<file path="src/rtl/inst_buffer.sv">
// Circular instruction queue between fetch and decode/dispatch.
// Accepts the leading run of valid fetch lanes, presents the oldest N entries, and retires by dispatch count.
module inst_buffer #(
  parameter int N               = 3,
  parameter int DEPTH           = 8,
  parameter int PTR_BITS        = $clog2(DEPTH),
  parameter int CNT_BITS        = $clog2(DEPTH + 1),
  parameter int NUM_SCALAR_BITS = $clog2(N + 1)
) (
  input  logic                       clock,
  input  logic                       reset,
  input  logic [N-1:0]               fetch_valid,
  input  logic [N*32-1:0]            fetch_inst,
  input  logic [N*32-1:0]            fetch_PC,
  input  logic [N*32-1:0]            fetch_NPC,
  output logic [NUM_SCALAR_BITS-1:0] ib_spots,
  output logic [NUM_SCALAR_BITS-1:0] num_accepted,
  output logic [NUM_SCALAR_BITS-1:0] inst_buffer_instructions_valid,
  output logic [N*32-1:0]            ib_inst,
  output logic [N*32-1:0]            ib_PC,
  output logic [N*32-1:0]            ib_NPC,
  input  logic [NUM_SCALAR_BITS-1:0] num_dispatched,
  input  logic                       flush
);

  logic [PTR_BITS-1:0] head, tail;
  logic [CNT_BITS-1:0] count;
  logic [31:0]         mem_inst [DEPTH];
  logic [31:0]         mem_pc   [DEPTH];
  logic [31:0]         mem_npc  [DEPTH];

  logic [CNT_BITS-1:0]        free;
  logic [NUM_SCALAR_BITS-1:0] spots;
  logic [NUM_SCALAR_BITS-1:0] avail;
  logic [NUM_SCALAR_BITS-1:0] run_len;
  logic [NUM_SCALAR_BITS-1:0] accepted;
  logic [NUM_SCALAR_BITS-1:0] popped;
  logic                       in_run;
  logic [PTR_BITS-1:0]        rd_idx;

  // spots depends on registered count only, keeping num_dispatched off the fetch path
  always_comb begin
    free     = CNT_BITS'(DEPTH) - count;
    spots    = (free >= CNT_BITS'(N)) ? NUM_SCALAR_BITS'(N) : NUM_SCALAR_BITS'(free);
    avail    = (count >= CNT_BITS'(N)) ? NUM_SCALAR_BITS'(N) : NUM_SCALAR_BITS'(count);
    run_len  = '0;
    in_run   = 1'b1;
    for (int unsigned i = 0; i < N; i++) begin
      if (in_run && fetch_valid[i]) run_len = run_len + NUM_SCALAR_BITS'(1);
      else                          in_run  = 1'b0;
    end
    if (reset || flush) accepted = '0;
    else                accepted = (run_len < spots) ? run_len : spots;
    popped = (num_dispatched < avail) ? num_dispatched : avail;
  end

  always_comb begin
    ib_inst = '0;
    ib_PC   = '0;
    ib_NPC  = '0;
    rd_idx  = '0;
    for (int unsigned i = 0; i < N; i++) begin
      rd_idx = head + PTR_BITS'(i);
      if (NUM_SCALAR_BITS'(i) < avail) begin
        ib_inst[i*32 +: 32] = mem_inst[rd_idx];
        ib_PC[i*32 +: 32]   = mem_pc[rd_idx];
        ib_NPC[i*32 +: 32]  = mem_npc[rd_idx];
      end
    end
  end

  assign ib_spots                       = spots;
  assign num_accepted                   = accepted;
  assign inst_buffer_instructions_valid = avail;

  always_ff @(posedge clock) begin
    if (reset || flush) begin
      head  <= '0;
      tail  <= '0;
      count <= '0;
    end else begin
      tail  <= tail + PTR_BITS'(accepted);
      head  <= head + PTR_BITS'(popped);
      count <= count + CNT_BITS'(accepted) - CNT_BITS'(popped);
    end
  end

  // Storage has no reset; accepted is already forced to zero under reset/flush
  always_ff @(posedge clock) begin
    for (int unsigned i = 0; i < N; i++) begin
      if (NUM_SCALAR_BITS'(i) < accepted) begin
        mem_inst[tail + PTR_BITS'(i)] <= fetch_inst[i*32 +: 32];
        mem_pc[tail + PTR_BITS'(i)]   <= fetch_PC[i*32 +: 32];
        mem_npc[tail + PTR_BITS'(i)]  <= fetch_NPC[i*32 +: 32];
      end
    end
  end

endmodule

</file>
<file path="config.mk">
export PLATFORM = sky130hd
export DESIGN_NAME = inst_buffer
export DESIGN_NICKNAME = d
export VERILOG_FILES = /design/src/rtl/inst_buffer.sv
export SDC_FILE = /design/constraint.sdc
export NUM_CORES = 2
export LEC_CHECK = 0
export ABC_AREA = 0
export BUFFER_PORTS_ARGS = -buffer_cell sky130_fd_sc_hd__buf_2
export CAP_MARGIN = 25
export CORE_MARGIN = 1.5
export CORE_UTILIZATION = 60
export CTS_BUF_LIST = sky130_fd_sc_hd__clkbuf_4 sky130_fd_sc_hd__clkbuf_8 sky130_fd_sc_hd__clkbuf_16
export CTS_CLUSTER_DIAMETER = 40
export DETAILED_ROUTE_END_ITERATION = 7
export MAX_ROUTING_LAYER = met4
export PLACE_DENSITY = 0.82
export SYNTH_ARGS = -nofsm -noshare
export SYNTH_HDL_FRONTEND = slang
export SYNTH_SLANG_ARGS = --single-unit
</file>
<file path="constraint.sdc">
create_clock -name clock -period 18.2 [get_ports clock]
set_clock_uncertainty 0.1 [all_clocks]
set_input_delay 0.91 -clock clock [delete_from_list [all_inputs] [get_ports clock]]
set_output_delay 0.91 -clock clock [all_outputs]
set_load 0.02 [all_outputs]
</file>
==> qor.txt <==
Yosys warning total: 0
footprint of the flip-flops and latches: 0.0233 sq mm
TNS Setup: 0 ps
Worst path top cell family by delay: buffers and inverters
routed via count: 43303
number of buffers inserted by hold repair at cts: 0
number of sinks on the clock net: 778
run status: completed
Critical Path AT: 5130 ps
average footprint of a synthesized cell: 14.6 sq um
CTS clk-pin slew, worst paths: 60 ps
Max-slew headroom: 21.9%
clock network latency to the later pin of the worst-skew pair: 740 ps
leading area contributor after synthesis: sky130_fd_sc_hd__edfxtp_1
power per standard cell area: 111 mW/mm^2
Post-synth EDFFs: 768
maximum number of buffers from clock root to sink: 3
estimated wirelength of the detail-placed design: 113 mm
clock root buffer: sky130_fd_sc_hd__clkbuf_16
final hold violations: 0
final design area excluding fillers: 0.0685 sq mm
synth unique cells: 49
Detailed Routing Iterations Pass 1: 5
maximum clock frequency: 163 MHz
highest fanout seen on the critical path: 48
number of antenna violations at the first check in global routing: 77
Crit path top cell by count: sky130_fd_sc_hd__buf_4
final weighted congestion in routability-driven placement: 0.876
count of antenna-violating nets left after detailed routing: 0
post-CTS setup repair buffer count: 0
number of instances resized during post-cts repair: 0
P&R area growth vs syn: 14.6%
clock buffer count from CTS: 138
number of port buffers: 589
starting DRC count in detailed routing: 5440
standard-cell rows: 115
Die Ht: 319 microns
max-slew violation count: 0
post-detailed-route wirelength per cell: 32.9 microns
floorplan die width: 319 microns
element type at the critical path start: flop
number of storage elements in the synthesis netlist: 778
most used standard cell by instance count after synthesis: sky130_fd_sc_hd__mux2_2
clock tree from TritonCTS: yes
largest net degree at the start of global routing: 147
share of the cycle needed by the critical path after routing: 33.7%
top flip-flop cell by instance count after synthesis: sky130_fd_sc_hd__edfxtp_1
number of instances in the synthesized netlist: 4096
average via count per standard cell: 7.18
wirelength, routed: 198 mm
endpoint required time on the critical path: 17190 ps
startpoint-to-endpoint class of the critical path: reg2out
number of remaining DRC errors: 0
Boundary Pins: 590
CP cell instances: ha_4, buf_4, buf_4, mux4_2, nand2_1, a21oi_1, buf_2
netlist area before placement: 0.0598 sq mm
IR drop worst, VDD: 83.6 uV
class of the worst hold path: in2reg
Leak: 0.0234 uW
overflow left after global routing: 0
starting utilization of the core area: 60.6%
overall track demand over capacity in global routing: 39.8%
number of nets at the end of the flow: 4874
area share of the largest cell type after synthesis: 38.6%
cell area after placement: 0.0635 sq mm
layout cell share with drive strength beyond 1: 64.2%
vias in the first global route: 43469
min Tclk post-route: 6140 ps
Worst Tran Pin Value: 1170 ps
filler cell count in the final layout: 6583
number of buffer and inverter instances along the worst setup path: 3
final setup vio count: 0
Crit-path slowest cell: sky130_fd_sc_hd__buf_4
max-cap viol count: 0
die area: 0.102 sq mm
Synth async-reset ratio: 0%
deepest level of the CTS H-tree: 4
kind of capture point of the worst setup path: output pin
area of the core region: 0.0986 sq mm
global-route wire length before repair: 291 mm
Critical Path Max Stage Delay: 860 ps
RSZ-0062 raised after global routing: no
net count of the mapped netlist: 4413
top cells by area, synth: sky130_fd_sc_hd__edfxtp_1 (39%), sky130_fd_sc_hd__mux2_2 (28%), sky130_fd_sc_hd__mux4_2 (19%), sky130_fd_sc_hd__mux2i_1 (3.9%), sky130_fd_sc_hd__nand2_1 (1.4%)
Synth top cells by count: sky130_fd_sc_hd__mux2_2 (1503), sky130_fd_sc_hd__edfxtp_1 (768), sky130_fd_sc_hd__mux4_2 (511)
Register-to-Register Setup Slack: 12460 ps
fraction of the yosys area taken by sequential cells: 38.9%
Multi-input gate area: 0.0348 sq mm
-- logic make-up (layout without fill, tap and decap cells) --
group | after synthesis | count (layout) | synth area share (%)
AOI/OAI and AO/OA | 140 | 140 | 1.47
xor gates and xnor gates | 10 | 10 | 0.209
adders and majority gates | 21 | 21 | 0.490
buffers and inverters | 379 | 946 | 3.10
DFF | 778 | 778 | 38.9
muxes | 2302 | 2302 | 52.5
other | 0 | 81 | 0
and+or+nand+nor | 466 | 466 | 3.31
-- state kept, by name, summed over array words and instances, names as in the netlist --
register and flops:
head 3, mem_npc 256, count 4, mem_inst 256
mem_pc 256, tail 3
-- layout make-up --
| cell class | count | area share (%) |
|---|---|---|
| Multi-Input combinational cell | 2939 | 50.8 |
| Sequential cell | 778 | 34.0 |
| Timing Repair Buffer | 683 | 5.88 |
| Clock buffer | 159 | 5.32 |
| Tap cell | 1287 | 2.35 |
| Clock inverter | 87 | 1.31 |
| Antenna cell | 81 | 0.296 |
| Inverter | 17 | 0.0968 |
-- metrics by stage --
stage / hold slack, ps / power (uW) / worst slack (ps) / instances / utilization [%]
finish: 463 / 7590 / 12060 / 6031 / 69.5
global route: 462 / 7810 / 11780 / 6024 / 69.5
CTS: 423 / 7540 / 11410 / 5940 / 69.1
detailed placement: 676 / 4970 / 12230 / 5694 / 64.5
global placement: 622 / 4920 / 12310 / 5686 / 64.3
floorplan: 478 / 4120 / 3880 / 4096 / -
-- layer usage --
layer | vias up | share of wire [%] | track usage (%) | wire [microns]
met5 | - | 0 | - | 0
met4 | 0 | 4.8 | 21.0 | 9600
met3 | 618 | 12 | 10.2 | 24200
met2 | 3293 | 47 | 60.1 | 92500
met1 | 21825 | 36 | 49.6 | 71900
li1 | 17567 | - | - | -
-- layout by cell type, fill, tap and decap left out, types with 9 or more instances in the layout --
cell type and n:
sky130_fd_sc_hd__a21oi_1 119, sky130_fd_sc_hd__buf_12 9, sky130_fd_sc_hd__buf_16 13, sky130_fd_sc_hd__buf_2 589
sky130_fd_sc_hd__buf_4 71, sky130_fd_sc_hd__bufinv_16 12, sky130_fd_sc_hd__clkbuf_16 140, sky130_fd_sc_hd__clkbuf_4 20
sky130_fd_sc_hd__clkinv_1 11, sky130_fd_sc_hd__clkinv_2 20, sky130_fd_sc_hd__clkinvlp_4 15, sky130_fd_sc_hd__diode_2 81
sky130_fd_sc_hd__edfxtp_1 768, sky130_fd_sc_hd__ha_1 16, sky130_fd_sc_hd__inv_1 16, sky130_fd_sc_hd__inv_6 15
sky130_fd_sc_hd__mux2_1 54, sky130_fd_sc_hd__mux2_2 1503, sky130_fd_sc_hd__mux2i_1 234, sky130_fd_sc_hd__mux4_2 511
sky130_fd_sc_hd__nand2_1 217, sky130_fd_sc_hd__nor2_1 186, sky130_fd_sc_hd__or2_2 21
-- worst paths after layout --
kind                                   start              to  cells past startpoint
worst max-delay path                 head[0]     ib_inst[56]                      7
worst min-delay path            fetch_PC[92]   mem_pc[4][28]                      2
worst max register to register      count[0]  mem_inst[5][8]                     12
worst min register to register      count[3]        count[3]                      4
-- worst register-to-register path: stages, from the launching register on --
cell and delay (ps):
sky130_fd_sc_hd__dfxtp_1 470, sky130_fd_sc_hd__inv_1 140, sky130_fd_sc_hd__ha_1 250, sky130_fd_sc_hd__nor2b_1 190, sky130_fd_sc_hd__a21oi_1 210, sky130_fd_sc_hd__or3_1 160
sky130_fd_sc_hd__ha_1 340, sky130_fd_sc_hd__or4b_4 550, sky130_fd_sc_hd__nor3_4 820, sky130_fd_sc_hd__buf_4 890, sky130_fd_sc_hd__inv_1 180, sky130_fd_sc_hd__o311ai_2 120
sky130_fd_sc_hd__buf_4 890
-- power breakdown --
part	internal [uW]	switching, uW	leakage [uW]
combinational	1230	1690	0.0142
clock	1620	962	0.00222
sequential	2040	55.3	0.00702
Power figures use the tool's default switching activity.
